### src/rtl/mux_pkg.sv
// Shared constants, output-register state encoding and select-width helper
// for the arbitrated channel mux.
package mux_pkg;

  localparam int ARB_FIXED = 0;
  localparam int ARB_RR    = 1;

  typedef enum logic {
    OUT_EMPTY = 1'b0,
    OUT_FULL  = 1'b1
  } out_state_e;

  // A single-bit select is kept even for degenerate channel counts.
  function automatic int sel_w(input int n);
    return (n <= 2) ? 1 : $clog2(n);
  endfunction

endpackage

### src/rtl/rr_arbiter.sv
// Combinational N-way arbiter: fixed priority (lowest index) or round robin
// searching upward from ptr with an explicit wrap at N-1.
module rr_arbiter
  import mux_pkg::*;
#(
  parameter  int N     = 4,
  parameter  int MODE  = ARB_RR,
  localparam int SEL_W = sel_w(N)
) (
  input  logic [N-1:0]     req,
  input  logic [SEL_W-1:0] ptr,
  input  logic             en,
  output logic [N-1:0]     gnt,
  output logic [SEL_W-1:0] gnt_idx,
  output logic             any
);

  logic found;
  int   idx;

  always_comb begin
    gnt     = '0;
    gnt_idx = '0;
    found   = 1'b0;
    idx     = 0;
    for (int k = 0; k < N; k++) begin
      // Offsets never exceed 2N-2, so one subtraction is enough to wrap.
      idx = (MODE == ARB_RR) ? int'(ptr) + k : k;
      if (idx >= N) idx = idx - N;
      if (!found && req[idx]) begin
        found    = 1'b1;
        gnt_idx  = SEL_W'(idx);
        gnt[idx] = en;
      end
    end
    any = |req;
  end

endmodule

### src/rtl/chan_arb_mux.sv
// N-channel arbitrated mux with a single registered output stage; refills on
// the same edge it drains, and asserts no in_ready while stalled or in reset.
module chan_arb_mux
  import mux_pkg::*;
#(
  parameter  int WIDTH = 4,
  parameter  int N     = 4,
  parameter  int MODE  = ARB_RR,
  localparam int SEL_W = sel_w(N)
) (
  input  logic               clk,
  input  logic               rst_n,
  input  logic [N*WIDTH-1:0] in_data,
  input  logic [N-1:0]       in_valid,
  output logic [N-1:0]       in_ready,
  output logic [WIDTH-1:0]   out_data,
  output logic [SEL_W-1:0]   out_sel,
  output logic               out_valid,
  input  logic               out_ready
);

  localparam logic [SEL_W-1:0] LAST_CH = SEL_W'(N - 1);

  out_state_e       state_q, state_d;
  logic [WIDTH-1:0] dat_q, dat_d;
  logic [SEL_W-1:0] sel_q, sel_d;
  logic [SEL_W-1:0] ptr_q, ptr_d;

  logic             load_en;
  logic             arb_en;
  logic             arb_any;
  logic [SEL_W-1:0] gnt_idx;
  logic [WIDTH-1:0] chan_dat [N];

  for (genvar i = 0; i < N; i++) begin : g_unpack
    assign chan_dat[i] = in_data[i*WIDTH +: WIDTH];
  end

  assign load_en = (state_q == OUT_EMPTY) || out_ready;
  // Gating with rst_n keeps in_ready low for the whole reset assertion.
  assign arb_en  = load_en && rst_n;

  rr_arbiter #(
    .N    (N),
    .MODE (MODE)
  ) u_arb (
    .req     (in_valid),
    .ptr     (ptr_q),
    .en      (arb_en),
    .gnt     (in_ready),
    .gnt_idx (gnt_idx),
    .any     (arb_any)
  );

  always_comb begin
    state_d = state_q;
    dat_d   = dat_q;
    sel_d   = sel_q;
    ptr_d   = ptr_q;
    if (arb_en) begin
      if (arb_any) begin
        state_d = OUT_FULL;
        dat_d   = chan_dat[gnt_idx];
        sel_d   = gnt_idx;
        if (MODE == ARB_RR) begin
          ptr_d = (gnt_idx == LAST_CH) ? '0 : gnt_idx + SEL_W'(1);
        end
      end else begin
        state_d = OUT_EMPTY;
      end
    end
  end

  always_ff @(posedge clk or negedge rst_n) begin
    if (!rst_n) begin
      state_q <= OUT_EMPTY;
      dat_q   <= '0;
      sel_q   <= '0;
      ptr_q   <= '0;
    end else begin
      state_q <= state_d;
      dat_q   <= dat_d;
      sel_q   <= sel_d;
      ptr_q   <= ptr_d;
    end
  end

  assign out_valid = (state_q == OUT_FULL);
  assign out_data  = dat_q;
  assign out_sel   = sel_q;

endmodule

### config.mk
export PLATFORM = sky130hd
export DESIGN_NAME = chan_arb_mux
export DESIGN_NICKNAME = d
export VERILOG_FILES = /design/src/rtl/mux_pkg.sv /design/src/rtl/rr_arbiter.sv /design/src/rtl/chan_arb_mux.sv
export SDC_FILE = /design/constraint.sdc
export NUM_CORES = 1
export LEC_CHECK = 0
export ABC_AREA = 1
export CAP_MARGIN = 20
export CORE_MARGIN = 8
export CORE_UTILIZATION = 30
export CTS_BUF_LIST = sky130_fd_sc_hd__clkbuf_16
export CTS_CLUSTER_DIAMETER = 200
export DETAILED_ROUTE_END_ITERATION = 10
export HOLD_SLACK_MARGIN = 0.06
export PLACE_DENSITY_LB_ADDON = 0.3
export SLEW_MARGIN = 20
export SYNTH_ARGS = -nofsm -noshare
export SYNTH_HDL_FRONTEND = slang
export SYNTH_HIERARCHICAL = 1
export SYNTH_SLANG_ARGS = --single-unit
### constraint.sdc
create_clock -name clk -period 2.8 [get_ports clk]
set_input_delay 0.56 -clock clk [delete_from_list [all_inputs] [get_ports clk]]
set_output_delay 0.56 -clock clk [all_outputs]
set_load 0.05 [all_outputs]
# Word-level counts from Yosys, hierarchy flattened
# Cells that the tools add are included.
dict set report totals {
  in_bits 23
  out_inout_bits 11
  reg_bits 9
}
dict set report op_classes {
  n_lt_le_gt_ge 13
  bitwise_logic 3
  mux 43
  n_reduce_logical 14
  n_eq_ne 1
  n_addsub 8
}
# op n
set op_table {}
lappend op_table {{$ge A32 B1 Y1 const B} 4}
lappend op_table {{$lt A32 B4 Y1 const B} 4}
lappend op_table {{$mux W32} 4}
lappend op_table {{$ge A32 B4 Y1 const B} 3}
lappend op_table {{$sub A32 B4 Y32 const B} 3}
lappend op_table {{$mux W4} 6}
lappend op_table {{$mux W1} 16}
lappend op_table {{$bwmux W4} 3}
lappend op_table {{$mux W2} 5}
lappend op_table {{$bmux W1 S2} 4}
lappend op_table {{$bmux W4 S2} 1}
lappend op_table {{$demux W1 S2} 4}
lappend op_table {{$logic_and A1 B1 Y1} 8}
lappend op_table {{$add A2 B2 Y3 const B} 2}
lappend op_table {{$and A4 B4 Y4} 1}
lappend op_table {{$reduce_or A4 Y1} 1}
lappend op_table {{$sub A2 B3 Y4 const B} 1}
lappend op_table {{$add A2 B1 Y3 const B} 1}
lappend op_table {{$ge A2 B3 Y1 const B} 1}
lappend op_table {{$ge A3 B3 Y1 const B} 1}
lappend op_table {{$logic_not A1 Y1} 3}
lappend op_table {{$not A2 Y3} 1}
lappend op_table {{$add A2 B1 Y2 const B} 1}
lappend op_table {{$eq A2 B2 Y1 const B} 1}
lappend op_table {{other kinds (3)} 3}

# Logic depth before layout (Yosys ltp)
# Gate-level depths: netlist of run 1.
dict set report logic_depth {
  depth_word 19
  ltp_mapped 16
  ltp_nobuf 15
}

# Modules after synthesis
# Netlist of run 1, hierarchy kept.
# mod area_each_um2 instances cells_each
set by_module_without_submodules {}
lappend by_module_without_submodules {rr_arbiter 643.1 1 94}
lappend by_module_without_submodules {chan_arb_mux 570.5 1 90}

# Worst setup path after synthesis of run 1
# No wires, ideal clock.
dict set report synth_timing {
  path_type {reg2out}
  startpoint {register ptr_q[0]}
  endpoint {output in_ready[0]}
  path_slack_ns 0.054
  path_buffers 1
  arrival_time_ns 2.186
  stages_incl_launch_ff 13
  t_required_ns 2.240
  cell_sequence {dfrtp_1 buf_6 inv_8 ha_1 inv_1 nand3_1 nand2_1 nand2_4 inv_2 nand3_2 nand2_1 nor2_1 nor2_1}
}
dict set report synth_between {
  elab_chain_len 15
}
# element line
set synth_rtl {}
lappend synth_rtl {{from (decl)} chan_arb_mux.sv:27} ;# logic [SEL_W-1:0] ptr_q, ptr_d;
lappend synth_rtl {{from (signal assigned)} chan_arb_mux.sv:84} ;# ptr_q <= ptr_d;
lappend synth_rtl {{branches (longest 14 deep; another with $sub A32 B4 Y32)} n/a}
lappend synth_rtl {{$mux W4 (*)} rr_arbiter.sv:30} ;# if (!found && req[idx]) begin
lappend synth_rtl {{to (decl)} chan_arb_mux.sv:15} ;# output logic [N-1:0] in_ready,
# Mark *: on every way between the ends. The select of a mux whose other input is x is not followed.

# Worst setup path after layout of run 1
dict set report layout_timing {
  startpoint {input in_valid[3]}
  endpoint {output in_ready[0]}
}
dict set report layout_between {
  elab_chain_len 13
}
# element line
set layout_rtl {}
lappend layout_rtl {{from (decl)} chan_arb_mux.sv:14} ;# input logic [N-1:0] in_valid,
lappend layout_rtl {{$bmux W1 S2} rr_arbiter.sv:30}
lappend layout_rtl {{$mux W1 (not written as such) (2 in series)} rr_arbiter.sv:30}
lappend layout_rtl {{$mux W1} rr_arbiter.sv:30}
lappend layout_rtl {{$logic_not A1 Y1} rr_arbiter.sv:30}
lappend layout_rtl {{$logic_and A1 B1 Y1} rr_arbiter.sv:30}
lappend layout_rtl {{$mux W1} rr_arbiter.sv:30}
lappend layout_rtl {{$logic_not A1 Y1} rr_arbiter.sv:30}
lappend layout_rtl {{$logic_and A1 B1 Y1} rr_arbiter.sv:30}
lappend layout_rtl {{$mux W1} rr_arbiter.sv:30}
lappend layout_rtl {{$logic_not A1 Y1} rr_arbiter.sv:30}
lappend layout_rtl {{$logic_and A1 B1 Y1} rr_arbiter.sv:30}
lappend layout_rtl {{$mux W4 (*)} rr_arbiter.sv:30}
# Every way passes the cells marked *; elsewhere a longest branch is shown, timed or not. The select of a mux whose other input is x is not followed.

==> impl_table.tex, run 1 <==
\begin{tabular}{lr}
\hline
Metric & Value \\
\hline
\multicolumn{2}{l}{\textbf{Timing}} \\
\quad Number of hold-slack violations in the final timing report & 0 \\
\quad Achievable clock frequency & 379 MHz \\
\quad Pin slew with the least headroom to its limit & between 0.5 and 0.6 ns \\
\quad Max-Slew Margin vs Limit & 65.0\% \\
\quad Clock Skew & 0.00102 ns \\
\quad Worst setup slack after layout & $\sim$0.16 ns \\
\quad Shortest period the worst path allows & 2.64 ns \\
\quad Final worst path period share & 94.2\% \\
\quad Endpoints failing setup & 0 \\
\quad Setup TNS & 0 ns \\
\quad WHS & 0.473 ns \\
\quad Max-slew violation total from the final report & 0 \\
\quad Setup repair after global routing missed its margin & no \\
\multicolumn{2}{l}{\textbf{Layout}} \\
\quad Number of inserted diodes & 0 \\
\quad Proportion of layout cells with a drive suffix above 1 & 21.3\% \\
\quad Area growth syn-to-layout & 44.8\% \\
\quad Number of nets at the end of the flow & 258 \\
\multicolumn{2}{l}{\textbf{Synthesis}} \\
\quad Net count after synthesis & 216 \\
\quad Multiplexer area fraction after synthesis & 0\% \\
\quad Count of distinct cell types in the synthesized netlist & 23 \\
\quad Yosys top cell by area & sky130\_fd\_sc\_hd\_\_nand2\_1 \\
\quad Synth Area in Simple Gates & 59.0\% \\
\quad Compound-Gate Fraction of Synth Area & less than 1\% \\
\quad Gate Count Post-Synth & 184 \\
\quad Fraction of synthesized cell area taken by the top area cell type & 22.3\% \\
\quad Area share of xor/xnor cells in the synthesized design & 0\% \\
\quad Post-synthesis sequential area ratio & 18.6\% \\
\quad Post-synthesis area per instance & 6.60 um2 \\
\quad Post-Synthesis Cell Area & between 1000 and 1500 um2 \\
\quad Largest family of logic cells by synthesized area & simple AND/OR/NAND/NOR gates \\
\quad Largest cells by area after synthesis & sky130\_fd\_sc\_hd\_\_nand2\_1 (22\%), sky130\_fd\_sc\_hd\_\_dfrtp\_1 (19\%), sky130\_fd\_sc\_hd\_\_ha\_1 (9.3\%) \\
\quad Synthesis-stage register bit count & 9 \\
\quad Count of yosys warnings during synthesis & 6 \\
\quad Share of synthesized cell area in full adder, half adder and majority cells & a little under a tenth \\
\multicolumn{2}{l}{\textbf{Die}} \\
\quad Die extent in x & 79.6 um \\
\quad Die footprint & between 6000 and 7000 um2 \\
\quad Floorplan core area & 3940 um2 \\
\quad Io pins & 34 \\
\quad Rows & 23 \\
\quad Initial Util & 30.8\% \\
\quad Floorplan die height & 79.6 um \\
\multicolumn{2}{l}{\textbf{Drt}} \\
\quad Routed vias & around 1,200 \\
\quad Final routed wirelength across all metal layers & 2880 um \\
\quad Iteration-0 DRC count of the detailed router & a little over 80 \\
\quad Ratio of routed vias to standard cells & between 4 and 5 \\
\quad DRT Pass-1 Iters & 4 \\
\quad Number of antenna-violating nets in the routed design & 0 \\
\quad Final routed wire length divided by cell count & 10.5 um \\
\quad Drt drc & 0 \\
\multicolumn{2}{l}{\textbf{Clocking}} \\
\quad Number of sinks handled by clock tree synthesis & 9 \\
\quad Clock input transition at the sequential cells of the worst setup and hold paths & roughly 0.04 ns \\
\quad Post-CTS Setup Repair Bufs & 0 \\
\quad Cells resized by post-CTS repair & 0 \\
\quad Clock root buffer & sky130\_fd\_sc\_hd\_\_clkbuf\_16 \\
\quad Clock latency reported for the late side of the worst-skew pair & 0.23 ns \\
\quad Number of hold-repair buffers added at the cts stage & 0 \\
\quad Number of levels the H-tree was split into & 1 \\
\quad CTS tree & yes \\
\quad CTS Buffer Depth & 2 \\
\quad Total clock buffers created by CTS & 3 \\
\multicolumn{2}{l}{\textbf{Global route}} \\
\quad Overall track demand over capacity in global routing & under 10\% \\
\quad Maximum number of pins on one net before global-route repair & 13 \\
\quad Global-route wire length before repair & 5110 um \\
\quad Grt ovf & 0 \\
\quad Antenna violations before repair & 0 \\
\quad Via count of the first global-routing pass & 1,209 \\
\multicolumn{2}{l}{\textbf{Worst setup path}} \\
\quad Data arrival time at the worst-slack endpoint & 2.08 ns \\
\quad Crit. End Element & output port \\
\quad Required time reported for the critical path endpoint & $\sim$2.2 ns \\
\quad CP Launch Type & primary input \\
\quad Kind of critical path & in2out \\
\quad Worst-path fanout max & 7 \\
\multicolumn{2}{l}{\textbf{Worst hold path}} \\
\quad Worst hold-check path type & reg2reg \\
\multicolumn{2}{l}{\textbf{Placement}} \\
\quad GPL Wtd Cong & roughly 0.8 \\
\quad Input/output buffers & 33 \\
\quad Worst Setup Slack post-DPL & 0.149 ns \\
\quad HPWL after detailed placement & 2440 um \\
\multicolumn{2}{l}{\textbf{Job}} \\
\quad Max-Cap Viols & 0 \\
\multicolumn{2}{l}{\textbf{Power}} \\
\quad Peak supply drop & 571 uV \\
\quad Power density over cell area & roughly 1300 nW/um2 \\
\quad Total power & 0.00226 W \\
\quad Leakage dissipation & 0.939 nW \\
\multicolumn{2}{l}{\textbf{Run status}} \\
\quad Run status & finished clean \\
\hline
\end{tabular}
-- final timing paths --
check                                  from           to  slack, ns  depth (start not counted)
worst max-delay path            in_valid[3]  in_ready[0]       0.16                         11
worst min-delay path             out_sel[1]   out_sel[1]       0.47                          2
worst max register to register     ptr_q[0]  out_data[1]       0.42                         15
worst min register to register   out_sel[1]   out_sel[1]       0.47                          2
max in group asynchronous             rst_n  out_data[3]       1.99                          2
min in group asynchronous             rst_n  out_data[0]       0.68                          2
-- critical path: stages --
cell and delay [ns]:
sky130_fd_sc_hd__clkdlybuf4s50_1 0.43, sky130_fd_sc_hd__inv_1 0.11, sky130_fd_sc_hd__nand2_1 0.09, sky130_fd_sc_hd__nand3_4 0.14, sky130_fd_sc_hd__nand2_8 0.10, sky130_fd_sc_hd__nor2_8 0.15, sky130_fd_sc_hd__nand2_1 0.06, sky130_fd_sc_hd__nand2_1 0.05
sky130_fd_sc_hd__nor2_1 0.04, sky130_fd_sc_hd__nor2_1 0.16, sky130_fd_sc_hd__buf_12 0.16
-- cells in the final DEF (no fill, tap or decap), types with 2 or more instances in the layout --
master,instances
sky130_fd_sc_hd__nand2_2,7
sky130_fd_sc_hd__nor2_2,3
sky130_fd_sc_hd__nor3_2,2
sky130_fd_sc_hd__clkdlybuf4s50_1,29
sky130_fd_sc_hd__ha_1,9
sky130_fd_sc_hd__nand3_2,2
sky130_fd_sc_hd__clkbuf_16,3
sky130_fd_sc_hd__inv_1,29
sky130_fd_sc_hd__nand3_4,2
sky130_fd_sc_hd__nor2_4,3
sky130_fd_sc_hd__buf_12,4
sky130_fd_sc_hd__nand2_1,72
sky130_fd_sc_hd__nor2_1,4
sky130_fd_sc_hd__inv_2,5
sky130_fd_sc_hd__nand2_8,2
sky130_fd_sc_hd__buf_4,7
sky130_fd_sc_hd__nand4_1,5
sky130_fd_sc_hd__nand2_4,5
sky130_fd_sc_hd__dfrtp_1,9
sky130_fd_sc_hd__nand3_1,19
-- logic make-up after synthesis --
kind of cell | count (synthesis)
buffers and inverters | 37
adders and majority gates | 9
AOI/OAI and AO/OA | 1
and+or+nand+nor | 128
DFF | 9
-- state kept, by name (all words and copies together) (netlist names) --
| register | cells |
|---|---|
| out_sel | 2 |
| out_data | 4 |
| ptr_q | 2 |
| out_valid | 1 |
-- layout make-up --
class	count	area, um2
inverter	34	135
multi-input combinational	138	833
timing repair buffer	40	423
sequential	9	225
clock buffer	3	75.1
fill	405	2180
tap	50	62.6
clock inverter	1	3.75
-- report_power, final --
group / leakage [nW] / total [W] / switching, W / internal, W
sequential: 0.111 / 0.000231 / 0.0000405 / 0.000191
combinational: 0.786 / 0.00178 / 0.00112 / 0.000657
clock: 0.0423 / 0.000247 / 0.0000606 / 0.000186
-- cell usage after synthesis, drive strengths merged --
library cell and count:
buf 2, clkbuf 1, dfrtp 9, ha 9, inv 34, nand2 86, nand3 23, nand4 5
nor2 11, nor3 3, o21ai 1
-- per-stage QoR --
step | area [um2] | cells | utilization, %
after floorplan | 1210 | 184 | -
after global placement | 1680 | 271 | 42.6
after detailed placement | 1680 | 271 | 42.6
after CTS | 1760 | 275 | 44.6
after global routing | 1760 | 275 | 44.6
final | 1760 | 275 | 44.6
-- per-layer routing --
layer | part of all wire, % | track usage [%] | up-vias
li1 | - | - | 638
met1 | 45 | 11.1 | 505
met2 | 48 | 16.6 | 27
met3 | 6.8 | 3.49 | 4
met4 | 0.94 | 2.78 | 0
met5 | 0 | 0 | -
No activity file was read; power rests on OpenSTA's default activity.
==> run 2: changes to the inputs <==
==> constraint.sdc (replaced) <==
create_clock -name clk -period 3.1 [get_ports clk]
set_input_delay 0.62 -clock clk [delete_from_list [all_inputs] [get_ports clk]]
set_output_delay 0.62 -clock clk [all_outputs]
set_load 0.05 [all_outputs]
==> run 2 against run 1 <==
Compared with the run above:
- utilization fell by 0.38 points
- non-clock buffer count fell by 2
- global-route usage rose by 0.14 points
- flip-flop and latch count did not move
- sequential share of layout area rose by 0.11 points
- total power fell by 11%
- critical endpoint unchanged
- die area did not move
- register-to-register slack improved by 0.28 ns
- critical path depth fell by 1
==> impl_table.tex, run 2 (same netlist as run 1, synthesis figures left out) <==
\begin{tabular}{lr}
\hline
Metric & Value \\
\hline
\multicolumn{2}{l}{\textbf{Worst setup path}} \\
\quad Kind of critical path & in2out \\
\quad Worst Reg2Reg Path Length in Cells & 15 (unchanged) \\
\quad Crit. End Element & output port \\
\quad Required time reported for the critical path endpoint & 2.48 ns (+0.24 ns) \\
\quad Data arrival time at the worst-slack endpoint & 2.13 ns (+0.05 ns) \\
\quad CP Launch Type & primary input \\
\quad Worst-path fanout max & 7 (unchanged) \\
\multicolumn{2}{l}{\textbf{Clocking}} \\
\quad Cells resized by post-CTS repair & 0 (unchanged) \\
\quad Clock latency reported for the late side of the worst-skew pair & 0.24 ns (about the same) \\
\quad Number of hold-repair buffers added at the cts stage & 0 (unchanged) \\
\quad Clock input transition at the sequential cells of the worst setup and hold paths & 0.04 ns (about the same) \\
\quad Number of levels the H-tree was split into & 1 (unchanged) \\
\quad Number of sinks handled by clock tree synthesis & 9 (unchanged) \\
\quad CTS Buffer Depth & 2 (unchanged) \\
\quad Clock root buffer & sky130\_fd\_sc\_hd\_\_clkbuf\_16 \\
\quad CTS tree & yes \\
\quad Total clock buffers created by CTS & 3 (unchanged) \\
\quad Post-CTS Setup Repair Bufs & 0 (unchanged) \\
\multicolumn{2}{l}{\textbf{Timing}} \\
\quad Setup TNS & 0 ns (unchanged) \\
\quad Endpoints failing setup & 0 (unchanged) \\
\quad Clock Skew & 0.00123 ns (+0.000216 ns) \\
\quad Setup repair after global routing missed its margin & no \\
\quad Final worst path period share & 88.6\% \\
\quad Pin slew with the least headroom to its limit & 0.502 ns (-0.0214 ns) \\
\quad Max-Slew Margin vs Limit & 66.4\% (+1.4 points) \\
\quad Worst setup slack after layout & 0.355 ns (+0.191 ns) \\
\quad Shortest period the worst path allows & around 2.7 ns \\
\quad Achievable clock frequency & 364 MHz \\
\quad Max-slew violation total from the final report & 0 (unchanged) \\
\quad Number of hold-slack violations in the final timing report & 0 (unchanged) \\
\multicolumn{2}{l}{\textbf{Layout}} \\
\quad Most common library cell in the layout ignoring fill and taps & sky130\_fd\_sc\_hd\_\_nand2\_1 \\
\quad Area growth syn-to-layout & 43.6\% \\
\quad Final core utilization & 44.2\% (-0.38 points) \\
\quad Number of nets at the end of the flow & 256 (-0.78\%) \\
\quad Commonest cells after routing, fill and taps aside & sky130\_fd\_sc\_hd\_\_nand2\_1 (72), sky130\_fd\_sc\_hd\_\_inv\_1 (29), sky130\_fd\_sc\_hd\_\_clkdlybuf4s50\_1 (29) \\
\quad Number of inserted diodes & 0 (unchanged) \\
\quad Total non-filler cell area in the finished layout & 1740 um2 (-0.85\%) \\
\quad Flip-flop count of the largest register after layout & 4 (unchanged) \\
\quad Proportion of layout cells with a drive suffix above 1 & 20.6\% (-0.71 points) \\
\multicolumn{2}{l}{\textbf{Global route}} \\
\quad Grt ovf & 0 (unchanged) \\
\quad Global-route wire length before repair & 5200 um (+1.7\%) \\
\quad Overall track demand over capacity in global routing & 9.90\% (+0.14 points) \\
\quad Antenna violations before repair & 0 (unchanged) \\
\quad Maximum number of pins on one net before global-route repair & 13 (unchanged) \\
\quad Via count of the first global-routing pass & 1,246 (+3.1\%) \\
\multicolumn{2}{l}{\textbf{Die}} \\
\quad Die extent in x & 79.6 um (unchanged) \\
\quad Rows & 23 (unchanged) \\
\quad Io pins & 34 (unchanged) \\
\quad Floorplan core area & 3940 um2 (unchanged) \\
\quad Die footprint & 6340 um2 (unchanged) \\
\quad Floorplan die height & 79.6 um (unchanged) \\
\quad Initial Util & 30.8\% (unchanged) \\
\multicolumn{2}{l}{\textbf{Worst hold path}} \\
\quad Worst hold-check path type & reg2reg \\
\quad Hold Path Stages & 2 (unchanged) \\
\multicolumn{2}{l}{\textbf{Drt}} \\
\quad Ratio of routed vias to standard cells & 4.27 (about the same) \\
\quad Drt drc & 0 (unchanged) \\
\quad Routed vias & 1,165 (-0.77\%) \\
\quad Number of antenna-violating nets in the routed design & 0 (unchanged) \\
\quad DRT Pass-1 Iters & 5 (+1) \\
\quad Final routed wire length divided by cell count & 10.3 um (-1.7\%) \\
\quad Iteration-0 DRC count of the detailed router & 74 (-8.6\%) \\
\quad Final routed wirelength across all metal layers & 2810 um (-2.4\%) \\
\multicolumn{2}{l}{\textbf{Power}} \\
\quad Power dissipated by switching net loads & 0.00110 W (-10\%) \\
\quad Logic pwr share & 78.3\% (-0.5 points) \\
\quad Clock network fraction of design power & 11.3\% (+0.4 points) \\
\quad Leakage dissipation & 0.929 nW (-1.0\%) \\
\quad Total power & 0.00201 W (-11\%) \\
\quad Switching Share & 54.9\% (+0.68 points) \\
\quad Power density over cell area & 1150 nW/um2 (-10\%) \\
\quad Internal Dissipation & 0.000906 W (-12\%) \\
\quad Sequential share of power & 10.4\% (+0.2 points) \\
\quad Peak supply drop & 518 uV (-9.4\%) \\
\multicolumn{2}{l}{\textbf{Placement}} \\
\quad Input/output buffers & 33 (unchanged) \\
\quad HPWL after detailed placement & 2380 um (-2.5\%) \\
\quad Worst Setup Slack post-DPL & 0.345 ns (+0.196 ns) \\
\quad GPL Wtd Cong & 0.764 (-2.7\%) \\
\quad Instance area after placement & 1660 um2 (-0.89\%) \\
\multicolumn{2}{l}{\textbf{Job}} \\
\quad Max-Cap Viols & 0 (unchanged) \\
\multicolumn{2}{l}{\textbf{Run status}} \\
\quad Run status & finished clean \\
\hline
\end{tabular}
run 2: cell count changes in the layout (fill, tap and decap cells not counted):
cell and change:
sky130_fd_sc_hd__buf_4 -2
run 2: metal layers:
layer	global-route usage (%)	vias to the layer above	wire length (um)	part of all wire [%]
met1	11.3	500	1300	46
met4	3.33	0	33	1.2
met5	0	-	0	0
li1	-	635	-	-
met2	17.3	27	1320	47
met3	2.59	3	151	5.4
run 2: final cells by class:
class | instances | area (um2)
inverter | 34 | 135
clock inverter | 1 | 3.75
sequential | 9 | 225
multi-input combinational | 138 | 833
tap | 50 | 62.6
fill | 395 | 2200
timing repair buffer | 38 | 408
clock buffer | 3 | 75.1
run 2: path summary, 6_finish.rpt:
| kind | from | endpoint | slack (ns) |
|---|---|---|---|
| setup / recovery | rst_n | in_ready[0] | 0.35 |
| hold / removal | out_sel[1] | out_sel[1] | 0.48 |
| setup reg to reg | ptr_q[0] | out_data[2] | 0.70 |
| hold reg to reg | out_sel[1] | out_sel[1] | 0.48 |
| max in group asynchronous | rst_n | ptr_q[0] | 2.23 |
| min in group asynchronous | rst_n | out_data[2] | 0.73 |
run 2: power groups by stage:
stage,sequential [W],combinational [W],clock (W)
floorplan,0.000354,0.00103,0
global placement,0.000210,0.00160,0
detailed placement,0.000207,0.00160,0
CTS,0.000208,0.00160,0.000231
global route,0.000216,0.00174,0.000237
finish,0.000208,0.00157,0.000228
run 2: worst max-delay path, stage by stage:
cell,delay (ns)
sky130_fd_sc_hd__clkdlybuf4s50_1,0.50
sky130_fd_sc_hd__inv_2,0.07
sky130_fd_sc_hd__nor2_2,0.25
sky130_fd_sc_hd__nand2_1,0.08
sky130_fd_sc_hd__inv_1,0.10
sky130_fd_sc_hd__nand3_1,0.08
sky130_fd_sc_hd__nand2_1,0.07
sky130_fd_sc_hd__nor2_1,0.04
sky130_fd_sc_hd__nor2_1,0.16
sky130_fd_sc_hd__buf_12,0.16
run 2: stage by stage:
stage / cells / hold WS, ns
global route: 273 / 0.503
global placement: 269 / 0.472
finish: 273 / 0.482
CTS: 273 / 0.487
detailed placement: 269 / 0.464
floorplan: 184 / 0.324
==> run 3: changes to the inputs <==
--- a/config.mk
+++ b/config.mk
@@ -12,6 +12,7 @@
 export CTS_BUF_LIST = sky130_fd_sc_hd__clkbuf_16
 export CTS_CLUSTER_DIAMETER = 200
 export DETAILED_ROUTE_END_ITERATION = 10
+export GPL_TIMING_DRIVEN = 0
 export HOLD_SLACK_MARGIN = 0.06
 export PLACE_DENSITY_LB_ADDON = 0.3
 export SLEW_MARGIN = 20
==> run 3 against run 2 <==
Compared with the run above:
- sequential share of layout area grew 0.68 points
- clock-buffer cell count is the same
- die area is the same
- clock power shrank 2%
- final area shrank 3.9%
- sequential power grew 11%
- via count grew 1.0%
- clock skew grew 0.0015 ns
- flip-flop and latch count is the same
- final cell count shrank 0.73%
- critical endpoint unchanged
- largest cell class unchanged
==> impl_table.tex, run 3 (same netlist as run 1, synthesis figures left out) <==
\begin{tabular}{lr}
\hline
Metric & Value \\
\hline
\multicolumn{2}{l}{\textbf{Die}} \\
\quad Floorplan die height & 79.6 um (unchanged) \\
\quad Die footprint & 6340 um2 (unchanged) \\
\quad Initial Util & 30.8\% (unchanged) \\
\quad Rows & 23 (unchanged) \\
\quad Io pins & 34 (unchanged) \\
\quad Floorplan core area & 3940 um2 (unchanged) \\
\quad Die extent in x & 79.6 um (unchanged) \\
\multicolumn{2}{l}{\textbf{Placement}} \\
\quad HPWL after detailed placement & 2310 um (-3.0\%) \\
\quad Input/output buffers & 33 (unchanged) \\
\quad Placed insts & 267 (-0.74\%) \\
\quad GPL Wtd Cong & 0.820 (+7.3\%) \\
\quad Worst Setup Slack post-DPL & -0.793 ns (-1.14 ns) \\
\multicolumn{2}{l}{\textbf{Clocking}} \\
\quad CTS tree & yes \\
\quad Clock latency reported for the late side of the worst-skew pair & 0.23 ns (about the same) \\
\quad CTS Buffer Depth & 2 (unchanged) \\
\quad Clock input transition at the sequential cells of the worst setup and hold paths & 0.04 ns (about the same) \\
\quad Number of hold-repair buffers added at the cts stage & 0 (unchanged) \\
\quad Number of levels the H-tree was split into & 1 (unchanged) \\
\quad Number of sinks handled by clock tree synthesis & 9 (unchanged) \\
\quad Clock root buffer & sky130\_fd\_sc\_hd\_\_clkbuf\_16 \\
\quad Total clock buffers created by CTS & 3 (unchanged) \\
\multicolumn{2}{l}{\textbf{Timing}} \\
\quad Final worst path period share & 94.7\% (+6.1 points) \\
\quad Clock Skew & 0.00277 ns (+0.00153 ns) \\
\quad Worst setup slack after layout & 0.165 ns (-0.190 ns) \\
\quad Setup repair after global routing missed its margin & no \\
\quad Pin slew with the least headroom to its limit & 0.515 ns (+0.0125 ns) \\
\quad Achievable clock frequency & 341 MHz (-6.5\%) \\
\quad Max-Slew Margin vs Limit & 65.6\% (-0.83 points) \\
\quad Endpoints failing setup & 0 (unchanged) \\
\quad Shortest period the worst path allows & 2.94 ns (+0.190 ns) \\
\quad Number of hold-slack violations in the final timing report & 0 (unchanged) \\
\quad Max-slew violation total from the final report & 0 (unchanged) \\
\multicolumn{2}{l}{\textbf{Worst setup path}} \\
\quad Worst r2r dst & out\_data[1] \\
\quad Critical path's largest stage delay & 0.47 ns (-0.03 ns) \\
\quad Worst-path fanout max & 9 (+2) \\
\quad Critical path, cell by cell & clkdlybuf4s50\_1, nor2\_2, nor2\_2, buf\_1, nand2\_1, inv\_1, nand3\_1, nand2\_1, nor2\_1, nor2\_1, buf\_2 \\
\quad Worst Reg2Reg Path Length in Cells & 16 (+1) \\
\quad Crit. End Element & output port \\
\quad WP buf/inv & 4 (unchanged) \\
\quad Kind of critical path & in2out \\
\quad CP Launch Type & primary input \\
\quad R2R setup slack & 0.57 ns (-0.13 ns) \\
\quad Startpoint of the worst register-to-register path & ptr\_q[0] \\
\quad Slowest cell on crit path & sky130\_fd\_sc\_hd\_\_clkdlybuf4s50\_1 \\
\quad Data arrival time at the worst-slack endpoint & 2.32 ns (+0.19 ns) \\
\quad Required time reported for the critical path endpoint & 2.48 ns (about the same) \\
\quad Kind of cell adding the most delay to the critical path & buffers and inverters \\
\quad Number of logic stages on the critical path including buffering & 11 (+1) \\
\multicolumn{2}{l}{\textbf{Layout}} \\
\quad Commonest cells after routing, fill and taps aside & sky130\_fd\_sc\_hd\_\_nand2\_1 (72), sky130\_fd\_sc\_hd\_\_inv\_1 (29), sky130\_fd\_sc\_hd\_\_clkdlybuf4s50\_1 (28) \\
\quad Proportion of layout cells with a drive suffix above 1 & 20.8\% (+0.19 points) \\
\quad Non-filler instance count after layout & 271 (-0.73\%) \\
\quad Area growth syn-to-layout & 37.9\% \\
\quad Most common library cell in the layout ignoring fill and taps & sky130\_fd\_sc\_hd\_\_nand2\_1 \\
\quad Number of nets at the end of the flow & 254 (-0.78\%) \\
\quad Number of inserted diodes & 0 (unchanged) \\
\quad Flip-flop count of the largest register after layout & 4 (unchanged) \\
\multicolumn{2}{l}{\textbf{Worst hold path}} \\
\quad Worst hold-check path type & in2async \\
\multicolumn{2}{l}{\textbf{Power}} \\
\quad Total power & 0.00193 W (-3.8\%) \\
\quad Peak supply drop & 520 uV (+0.46\%) \\
\quad Power density over cell area & 1150 nW/um2 (+0.14\%) \\
\quad Leakage dissipation & 0.901 nW (-3.0\%) \\
\multicolumn{2}{l}{\textbf{Drt}} \\
\quad Number of antenna-violating nets in the routed design & 0 (unchanged) \\
\quad Routed vias & 1,177 (+1.0\%) \\
\quad Ratio of routed vias to standard cells & 4.34 (+1.8\%) \\
\quad DRT Pass-1 Iters & 4 (-1) \\
\quad Drt drc & 0 (unchanged) \\
\quad Final routed wirelength across all metal layers & 2910 um (+3.8\%) \\
\quad Final routed wire length divided by cell count & 10.7 um (+4.6\%) \\
\quad Iteration-0 DRC count of the detailed router & 77 (+4.1\%) \\
\multicolumn{2}{l}{\textbf{Global route}} \\
\quad Antenna violations before repair & 0 (unchanged) \\
\quad Overall track demand over capacity in global routing & 9.72\% (-0.18 points) \\
\quad Grt ovf & 0 (unchanged) \\
\quad Maximum number of pins on one net before global-route repair & 12 (-1) \\
\quad Via count of the first global-routing pass & 1,192 (-4.3\%) \\
\quad Global-route wire length before repair & 5060 um (-2.5\%) \\
\multicolumn{2}{l}{\textbf{Job}} \\
\quad Max-Cap Viols & 0 (unchanged) \\
\multicolumn{2}{l}{\textbf{Run status}} \\
\quad Run status & finished clean \\
\hline
\end{tabular}
[run 3: changes by cell type in the layout (fill, tap and decap cells not counted)]
cell                              change
sky130_fd_sc_hd__buf_4                -5
sky130_fd_sc_hd__buf_12               -4
sky130_fd_sc_hd__buf_2                +3
sky130_fd_sc_hd__clkbuf_4             +2
sky130_fd_sc_hd__dfrtp_1              -2
sky130_fd_sc_hd__dfrtp_2              +2
sky130_fd_sc_hd__buf_1                +1
sky130_fd_sc_hd__buf_6                +1
sky130_fd_sc_hd__clkdlybuf4s15_2      +1
sky130_fd_sc_hd__clkdlybuf4s50_1      -1
[run 3: worst max-delay path by stage]
stage,start,to,slack [ns]
2_1_floorplan,ptr_q[0],in_ready[0],0.29
3_3_place_gp,rst_n,in_ready[0],-0.80
3_5_place_dp,rst_n,in_ready[0],-0.79
4_1_cts,ptr_q[0],in_ready[1],0.003
5_1_grt,ptr_q[0],in_ready[1],0.03
6_report,out_ready,in_ready[0],0.16
[run 3: power by group]
part           total [W]  internal (W)  leakage (nW)  switching [W]
combinational    0.00148      0.000488         0.751       0.000989
sequential      0.000230      0.000175         0.108      0.0000554
clock           0.000224      0.000168        0.0423      0.0000555
total            0.00193      0.000831         0.901        0.00110
[run 3: what timing repair did]
action	4_1_cts	5_1_grt
setup endpoints to repair	4	4
resized for setup	18	10
endpoints found under the hold margin	0	0
setup buffers	0	0
[run 3: area by class of cell]
| type | instances | area [um2] |
|---|---|---|
| fillers | 407 | 2270 |
| multi-input cells | 138 | 833 |
| clock buffers | 3 | 75.1 |
| clock inverters | 1 | 3.75 |
| flip-flops and latches | 9 | 228 |
| well taps | 50 | 62.6 |
| repair buffers | 33 | 317 |
| plain buffers | 3 | 20.0 |
| inverters | 34 | 135 |
[run 3: per-layer routing]
layer / share of wire (%) / GRT usage (%) / vias to the layer above
met3: 7.1 / 4.05 / 3
met4: 0.34 / 1.67 / 0
met1: 45 / 10.6 / 511
met5: 0 / 0 / -
met2: 47 / 17.3 / 29
li1: - / - / 634
[run 3: through the flow]
stage	utilization, %	cell area [um2]	TNS, ns	hold slack (ns)
after global placement	40.7	1610	-2.86	0.469
after detailed placement	40.7	1610	-2.87	0.467
after floorplan	-	1210	0	0.324
final	42.5	1670	0	0.337
after CTS	42.8	1690	0	0.342
after global routing	42.5	1670	0	0.360
